<file path="src/rtl/wt_fetch_ctrl_pkg.sv">
// Shared types for the weight-ROM fetch sequencer: FSM states and the beat record
// that travels from the ROM read ports through the skid buffer to the MAC array.
package wt_ctrl_pkg;

    localparam int WT_PER_WORD = 9;
    localparam int WT_BITS     = 16;
    localparam int WORD_W      = WT_PER_WORD * WT_BITS;

    typedef enum logic [1:0] {
        IDLE,
        FETCH,
        DRAIN
    } state_t;

    typedef struct packed {
        logic [WORD_W-1:0] a;
        logic [WORD_W-1:0] b;
        logic              b_vld;
        logic              last;
    } beat_t;

endpackage

</file>
<file path="src/rtl/wt_skid_buf.sv">
// Two-entry FIFO of fetched beats; absorbs the ROM read latency under MAC back-pressure
// and accepts a push and a pop in the same cycle even when full.
module wt_skid_buf
    import wt_ctrl_pkg::*;
(
    input  logic       clk,
    input  logic       rst,
    input  logic       in_valid,
    output logic       in_ready,
    input  beat_t      in_beat,
    output logic       out_valid,
    input  logic       out_ready,
    output beat_t      out_beat,
    output logic [1:0] count
);

    beat_t      mem_q [2];
    logic       wr_ptr_q;
    logic       rd_ptr_q;
    logic [1:0] cnt_q;
    logic       push;
    logic       pop;

    assign out_valid = (cnt_q != 2'd0);
    assign in_ready  = (cnt_q != 2'd2) || out_ready;
    assign push      = in_valid && in_ready;
    assign pop       = out_valid && out_ready;
    assign out_beat  = mem_q[rd_ptr_q];
    assign count     = cnt_q;

    always_ff @(posedge clk or posedge rst) begin
        if (rst) begin
            wr_ptr_q <= 1'b0;
            rd_ptr_q <= 1'b0;
            cnt_q    <= 2'd0;
        end else begin
            if (push) wr_ptr_q <= ~wr_ptr_q;
            if (pop)  rd_ptr_q <= ~rd_ptr_q;
            case ({push, pop})
                2'b10:   cnt_q <= cnt_q + 2'd1;
                2'b01:   cnt_q <= cnt_q - 2'd1;
                default: cnt_q <= cnt_q;
            endcase
        end
    end

    // Payload carries no reset; the top masks it with valid.
    always_ff @(posedge clk) begin
        if (push) mem_q[wr_ptr_q] <= in_beat;
    end

endmodule

</file>
<file path="src/rtl/wt_fetch_ctrl.sv">
// Weight ROM fetch sequencer: walks a window pairwise over the dual-port ROM, replays
// it cfg_reps times and streams word pairs to the MAC array through a skid buffer.
module wt_fetch_ctrl
    import wt_ctrl_pkg::*;
#(
    parameter int ADDR_WIDTH = 7,
    parameter int DATA_WIDTH = 144,
    parameter int DEPTH      = 76,
    parameter int REP_WIDTH  = 8
) (
    input  logic                  clk,
    input  logic                  rst,
    input  logic                  start,
    input  logic [ADDR_WIDTH-1:0] cfg_base,
    input  logic [ADDR_WIDTH-1:0] cfg_len,
    input  logic [REP_WIDTH-1:0]  cfg_reps,
    output logic [ADDR_WIDTH-1:0] addr_a,
    output logic [ADDR_WIDTH-1:0] addr_b,
    input  logic [DATA_WIDTH-1:0] q_a,
    input  logic [DATA_WIDTH-1:0] q_b,
    output logic                  wt_valid,
    input  logic                  wt_ready,
    output logic [DATA_WIDTH-1:0] wt_a,
    output logic [DATA_WIDTH-1:0] wt_b,
    output logic                  wt_b_vld,
    output logic                  wt_last,
    output logic                  busy,
    output logic                  done,
    output logic                  cfg_err
);

    function automatic logic [ADDR_WIDTH-1:0] first_b(input logic [ADDR_WIDTH-1:0] base,
                                                      input logic [ADDR_WIDTH-1:0] len);
        return (len == ADDR_WIDTH'(1)) ? base : base + 1'b1;
    endfunction

    state_t                state_q;
    logic [ADDR_WIDTH-1:0] base_q, len_q, beat_q, addr_a_q, addr_b_q;
    logic [REP_WIDTH-1:0]  reps_q, rep_q;
    logic                  in_flight_q, inf_bvld_q, inf_last_q;
    logic                  busy_q, done_q, err_q;

    logic [ADDR_WIDTH:0]   win_end;
    logic [ADDR_WIDTH-1:0] last_k, next_a_d, next_b_d;
    logic                  cfg_ok, last_beat, next_last, pop, issue, drain_done, buf_in_rdy;
    logic [1:0]            buf_cnt;
    beat_t                 push_beat, head_beat;

    assign win_end    = {1'b0, cfg_base} + {1'b0, cfg_len};
    assign cfg_ok     = (cfg_len != '0) && (cfg_reps != '0) &&
                        (win_end <= (ADDR_WIDTH+1)'(DEPTH));
    assign last_k     = (len_q - 1'b1) >> 1;
    assign last_beat  = (beat_q == last_k);
    assign next_last  = ((beat_q + 1'b1) == last_k);
    assign next_a_d   = addr_a_q + ADDR_WIDTH'(2);
    assign next_b_d   = (next_last && len_q[0]) ? next_a_d : next_a_d + 1'b1;
    assign pop        = wt_valid && wt_ready;
    // Credit counts the slot freed by this cycle's pop so steady streaming sustains 1 beat/clk.
    assign issue      = (state_q == FETCH) && buf_in_rdy &&
                        (({2'b0, in_flight_q} + {1'b0, buf_cnt}) < (3'd2 + {2'b0, pop}));
    assign drain_done = (state_q == DRAIN) && !in_flight_q &&
                        ((buf_cnt == 2'd0) || ((buf_cnt == 2'd1) && pop));

    assign push_beat.a     = q_a;
    assign push_beat.b     = inf_bvld_q ? q_b : '0;
    assign push_beat.b_vld = inf_bvld_q;
    assign push_beat.last  = inf_last_q;

    wt_skid_buf u_skid (
        .clk       (clk),
        .rst       (rst),
        .in_valid  (in_flight_q),
        .in_ready  (buf_in_rdy),
        .in_beat   (push_beat),
        .out_valid (wt_valid),
        .out_ready (wt_ready),
        .out_beat  (head_beat),
        .count     (buf_cnt)
    );

    assign wt_a     = wt_valid ? head_beat.a : '0;
    assign wt_b     = wt_valid ? head_beat.b : '0;
    assign wt_b_vld = wt_valid && head_beat.b_vld;
    assign wt_last  = wt_valid && head_beat.last;
    assign addr_a   = addr_a_q;
    assign addr_b   = addr_b_q;
    assign busy     = busy_q;
    assign done     = done_q;
    assign cfg_err  = err_q;

    always_ff @(posedge clk or posedge rst) begin
        if (rst) begin
            state_q     <= IDLE;
            base_q      <= '0;
            len_q       <= '0;
            reps_q      <= '0;
            beat_q      <= '0;
            rep_q       <= '0;
            addr_a_q    <= '0;
            addr_b_q    <= ADDR_WIDTH'(1);
            in_flight_q <= 1'b0;
            inf_bvld_q  <= 1'b0;
            inf_last_q  <= 1'b0;
            busy_q      <= 1'b0;
            done_q      <= 1'b0;
            err_q       <= 1'b0;
        end else begin
            done_q      <= 1'b0;
            err_q       <= 1'b0;
            in_flight_q <= issue;
            if (issue) begin
                inf_bvld_q <= !(last_beat && len_q[0]);
                inf_last_q <= last_beat;
            end
            case (state_q)
                IDLE: begin
                    if (start) begin
                        if (cfg_ok) begin
                            base_q   <= cfg_base;
                            len_q    <= cfg_len;
                            reps_q   <= cfg_reps;
                            beat_q   <= '0;
                            rep_q    <= '0;
                            addr_a_q <= cfg_base;
                            addr_b_q <= first_b(cfg_base, cfg_len);
                            busy_q   <= 1'b1;
                            state_q  <= FETCH;
                        end else begin
                            err_q <= 1'b1;
                        end
                    end
                end
                FETCH: begin
                    if (issue) begin
                        if (last_beat) begin
                            beat_q   <= '0;
                            rep_q    <= rep_q + 1'b1;
                            addr_a_q <= base_q;
                            addr_b_q <= first_b(base_q, len_q);
                            if (rep_q == reps_q - 1'b1) state_q <= DRAIN;
                        end else begin
                            beat_q   <= beat_q + 1'b1;
                            addr_a_q <= next_a_d;
                            addr_b_q <= next_b_d;
                        end
                    end
                end
                DRAIN: begin
                    if (drain_done) begin
                        state_q <= IDLE;
                        busy_q  <= 1'b0;
                        done_q  <= 1'b1;
                    end
                end
                default: state_q <= IDLE;
            endcase
        end
    end

endmodule

</file>
<file path="config.mk">
export PLATFORM = sky130hd
export DESIGN_NAME = wt_fetch_ctrl
export DESIGN_NICKNAME = d
export VERILOG_FILES = /design/src/rtl/wt_fetch_ctrl_pkg.sv /design/src/rtl/wt_skid_buf.sv /design/src/rtl/wt_fetch_ctrl.sv
export SDC_FILE = /design/constraint.sdc
export NUM_CORES = 1
export LEC_CHECK = 0
export ABC_AREA = 0
export CORE_MARGIN = 2
export CORE_UTILIZATION = 40
export CTS_CLUSTER_SIZE = 16
export DETAILED_ROUTE_END_ITERATION = 7
export PLACE_DENSITY_LB_ADDON = 0.08
export SYNTH_ARGS = -nofsm -noshare
export SYNTH_HDL_FRONTEND = slang
export SYNTH_SLANG_ARGS = --single-unit
export TNS_END_PERCENT = 5
</file>
<file path="constraint.sdc">
create_clock -name clk -period 29.4 [get_ports clk]
set_input_delay 4.41 -clock clk [delete_from_list [all_inputs] [get_ports clk]]
set_output_delay 4.41 -clock clk [all_outputs]
set_load 0.005 [all_outputs]
</file>
==> metrics.yaml <==
synth_flop_cell: "edfxtp_1"
slew_violations: 56
io_pins: 622
initialDrtViolationCount: 1332
cp-end-kind: "primary output"
gp_congestion: 0.850
p_per_area_mw_per_mm2: 113
synthCells: 1852
met1_length_um: 30800
leakagePower_nw: 13.4
clk_latency_ns: 0.60
grt_pass1_vias: 17500
crit_type: "reg -> out"
die_h_um: 263
synth_nets: 2190
synth_edf_count: 580
ctsHoldBuffers: 0
yosysUniqueCellTypes: 61
crit_fanout: 57
failed_checks: "max-slew violations"
hold_viol: 0
setup_viol: 0
period_share_pct: 28.4
firstDrtPassIters: 5
cts_resized: 0
start_util_pct: 40.2
port-buffer-count: 621
power.total_mw: 4.12
drv_cap: 0
synth_area_per_cell_um2: 14.5
wl_per_cell_um: 22.3
cp_common_cell: "buf_4"
max_stage_delay_ns: 0.90
die-area_mm2: 0.0693
clockRootBuffer: "clkbuf_16"
postSynth.asyncResetShare_pct: 9.80
yosys_warnings: 0
drc_errors: 0
htreeDepth: 3
grt_setup_unrepaired: "no"
wl_met3_um: 5820
area_growth_syn_to_layout_pct: 35.1
postCtsSetupRepairBufs: 0
top_layer: "met5"
wl_um: 75900
path_buf_inv: 3
cts_sinks: 643
num-fill-cells: 5542
cts_inserted_buffers: 71
timing.fmax_ghz: 0.120
status: "finished, violations left"
tritoncts: "built"
grt_max_degree: 222
post-place-ws_ns: 20.58
netlist.area_leader.share_pct: 64.8
vias: 17200
dpl_cell_area_mm2: 0.0340
hp-class: "reg -> reg"
tightest_slew_ns: 1.53
utilization_pct: 54.4
core_mm2: 0.0668
ant_nets: 0
drive_gt1_share_pct: 5.13
row_count: 95
postLayoutCellArea_mm2: 0.0363
cp_slowest_cell: "buf_4"
die_w_um: 263
stdcell_count: 3405
worst_slack_ns: 21.06
required_ns: 24.99
dp_hpwl_um: 50500
gr-usage-all-layers_pct: 21.5
syn-cell-area_mm2: 0.0269
synth_area_leader_cell: "edfxtp_1"
place_inst: 3264
skew_ns: 0.0231
fin_tns_setup_ns: 0
overflow: 0
peakVddDrop_uv: 112
finish.net_count: 2802
worstPathCellList: "buf_4 -> buf_4 -> mux2i_1 -> nor2_1 -> clkdlybuf4s50_1"
period_needed_ns: 8.34
critPathTopFamily: "buffers and inverters"
yosys-top-cells-area: "edfxtp_1, mux2i_1, dfrtp_1"
wl_met2_um: 37000
relSlewSlack_pct: -1.68
seq_area_frac_synth_pct: 70.7
ys_ff_latch: 643
clockBufferDepth: 3
start_kind: "flop"
vias_per_cell: 5.06
hold_slack_ns: 0.479
grt_first_pass_wirelength_um: 112000
antenna_found_initial: 31
arrival_ns: 3.93
path_clk_slew_ns: 0.05
==> cells in the mapped netlist, types with 6 or more instances <==
| master | instances |
|---|---|
| nand3_1 | 23 |
| xnor2_1 | 27 |
| and3_1 | 7 |
| nor2_1 | 331 |
| clkbuf_1 | 58 |
| inv_1 | 17 |
| a31oi_1 | 8 |
| nand2_1 | 43 |
| edfxtp_1 | 580 |
| nor3_1 | 8 |
| buf_1 | 34 |
| o211ai_1 | 6 |
| o21ai_0 | 11 |
| buf_2 | 8 |
| dfrtp_1 | 62 |
| o21ai_1 | 30 |
| and2_1 | 145 |
| a211oi_1 | 8 |
| ha_1 | 23 |
| a21oi_1 | 13 |
| xor2_1 | 22 |
| mux2i_1 | 294 |
| mux2_1 | 18 |
| nand2b_1 | 6 |
| nand4_1 | 7 |
==> layout make-up <==
class                           count  area [µm²]  share of cell area (%)
Sequential cell                   643       19000                    52.3
Clock buffer                       86        1830                    5.05
Clock inverter                     37         425                    1.17
Multi-Input combinational cell   1092        7480                    20.6
Inverter                           17        63.8                   0.176
Timing Repair Buffer              639        6390                    17.6
Tap cell                          873        1090                    3.01
Antenna cell                       18        45.0                   0.124
==> registers in the layout, indices dropped and copies added, names as in the netlist, 2 cells and up <==
signal / count
addr_a: 7
addr_b: 7
beat_q: 7
state_q: 2
reps_q: 8
rep_q: 8
base_q: 7
u_skid.mem_q: 580
len_q: 7
u_skid.count: 2
==> where the power goes <==
part	internal (mW)	total (mW)	switching, mW
Clock	0.516	0.873	0.356
Combinational	0.834	1.74	0.910
Sequential	1.38	1.50	0.119
Total	2.73	4.12	1.39
==> routing by layer <==
metal  vias up  track usage [%]
li1       7980                -
met1      8541             26.5
met2       544             35.1
met3       123             6.83
met4        26             8.65
met5         -                0
==> final timing paths <==
check	from	end	slack (ns)	cells past startpoint
worst max-delay path	u_skid.rd_ptr_q	wt_a[143]	21.06	5
max in group asynchronous	rst	u_skid.rd_ptr_q	24.35	3
worst min-delay path	inf_last_q	u_skid.mem_q[1][0]	0.48	0
worst min register to register	inf_last_q	u_skid.mem_q[1][0]	0.48	0
worst max register to register	len_q[0]	rep_q[3]	26.15	11
min in group asynchronous	rst	rep_q[3]	4.39	3
==> placed cells by master (no fill, tap or decap), types with 8 or more instances in the layout <==
cell type,count
ha_1,22
mux2i_1,294
buf_4,15
dfrtp_1,60
edfxtp_1,580
inv_1,16
xor2_1,22
nor2_1,329
bufinv_16,8
o21ai_1,30
clkdlybuf4s50_1,621
o21ai_0,11
nand2_1,43
diode_2,18
and2_1,145
a21oi_1,13
clkbuf_16,71
clkinv_1,16
nand3_1,23
mux2_1,18
xnor2_1,27
nor3_1,8
clkbuf_1,15
a31oi_1,8
==> kinds of logic after synthesis <==
family          after synthesis  share of synthesized area, %
mux                         313                          11.7
buf+inv                     117                          1.67
compound gates              110                          2.74
xor+xnor                     50                          1.68
simple gates                595                          10.4
flops                       643                          70.7
fa+ha+maj                    24                          1.14
Power figures use the tool's default switching activity.
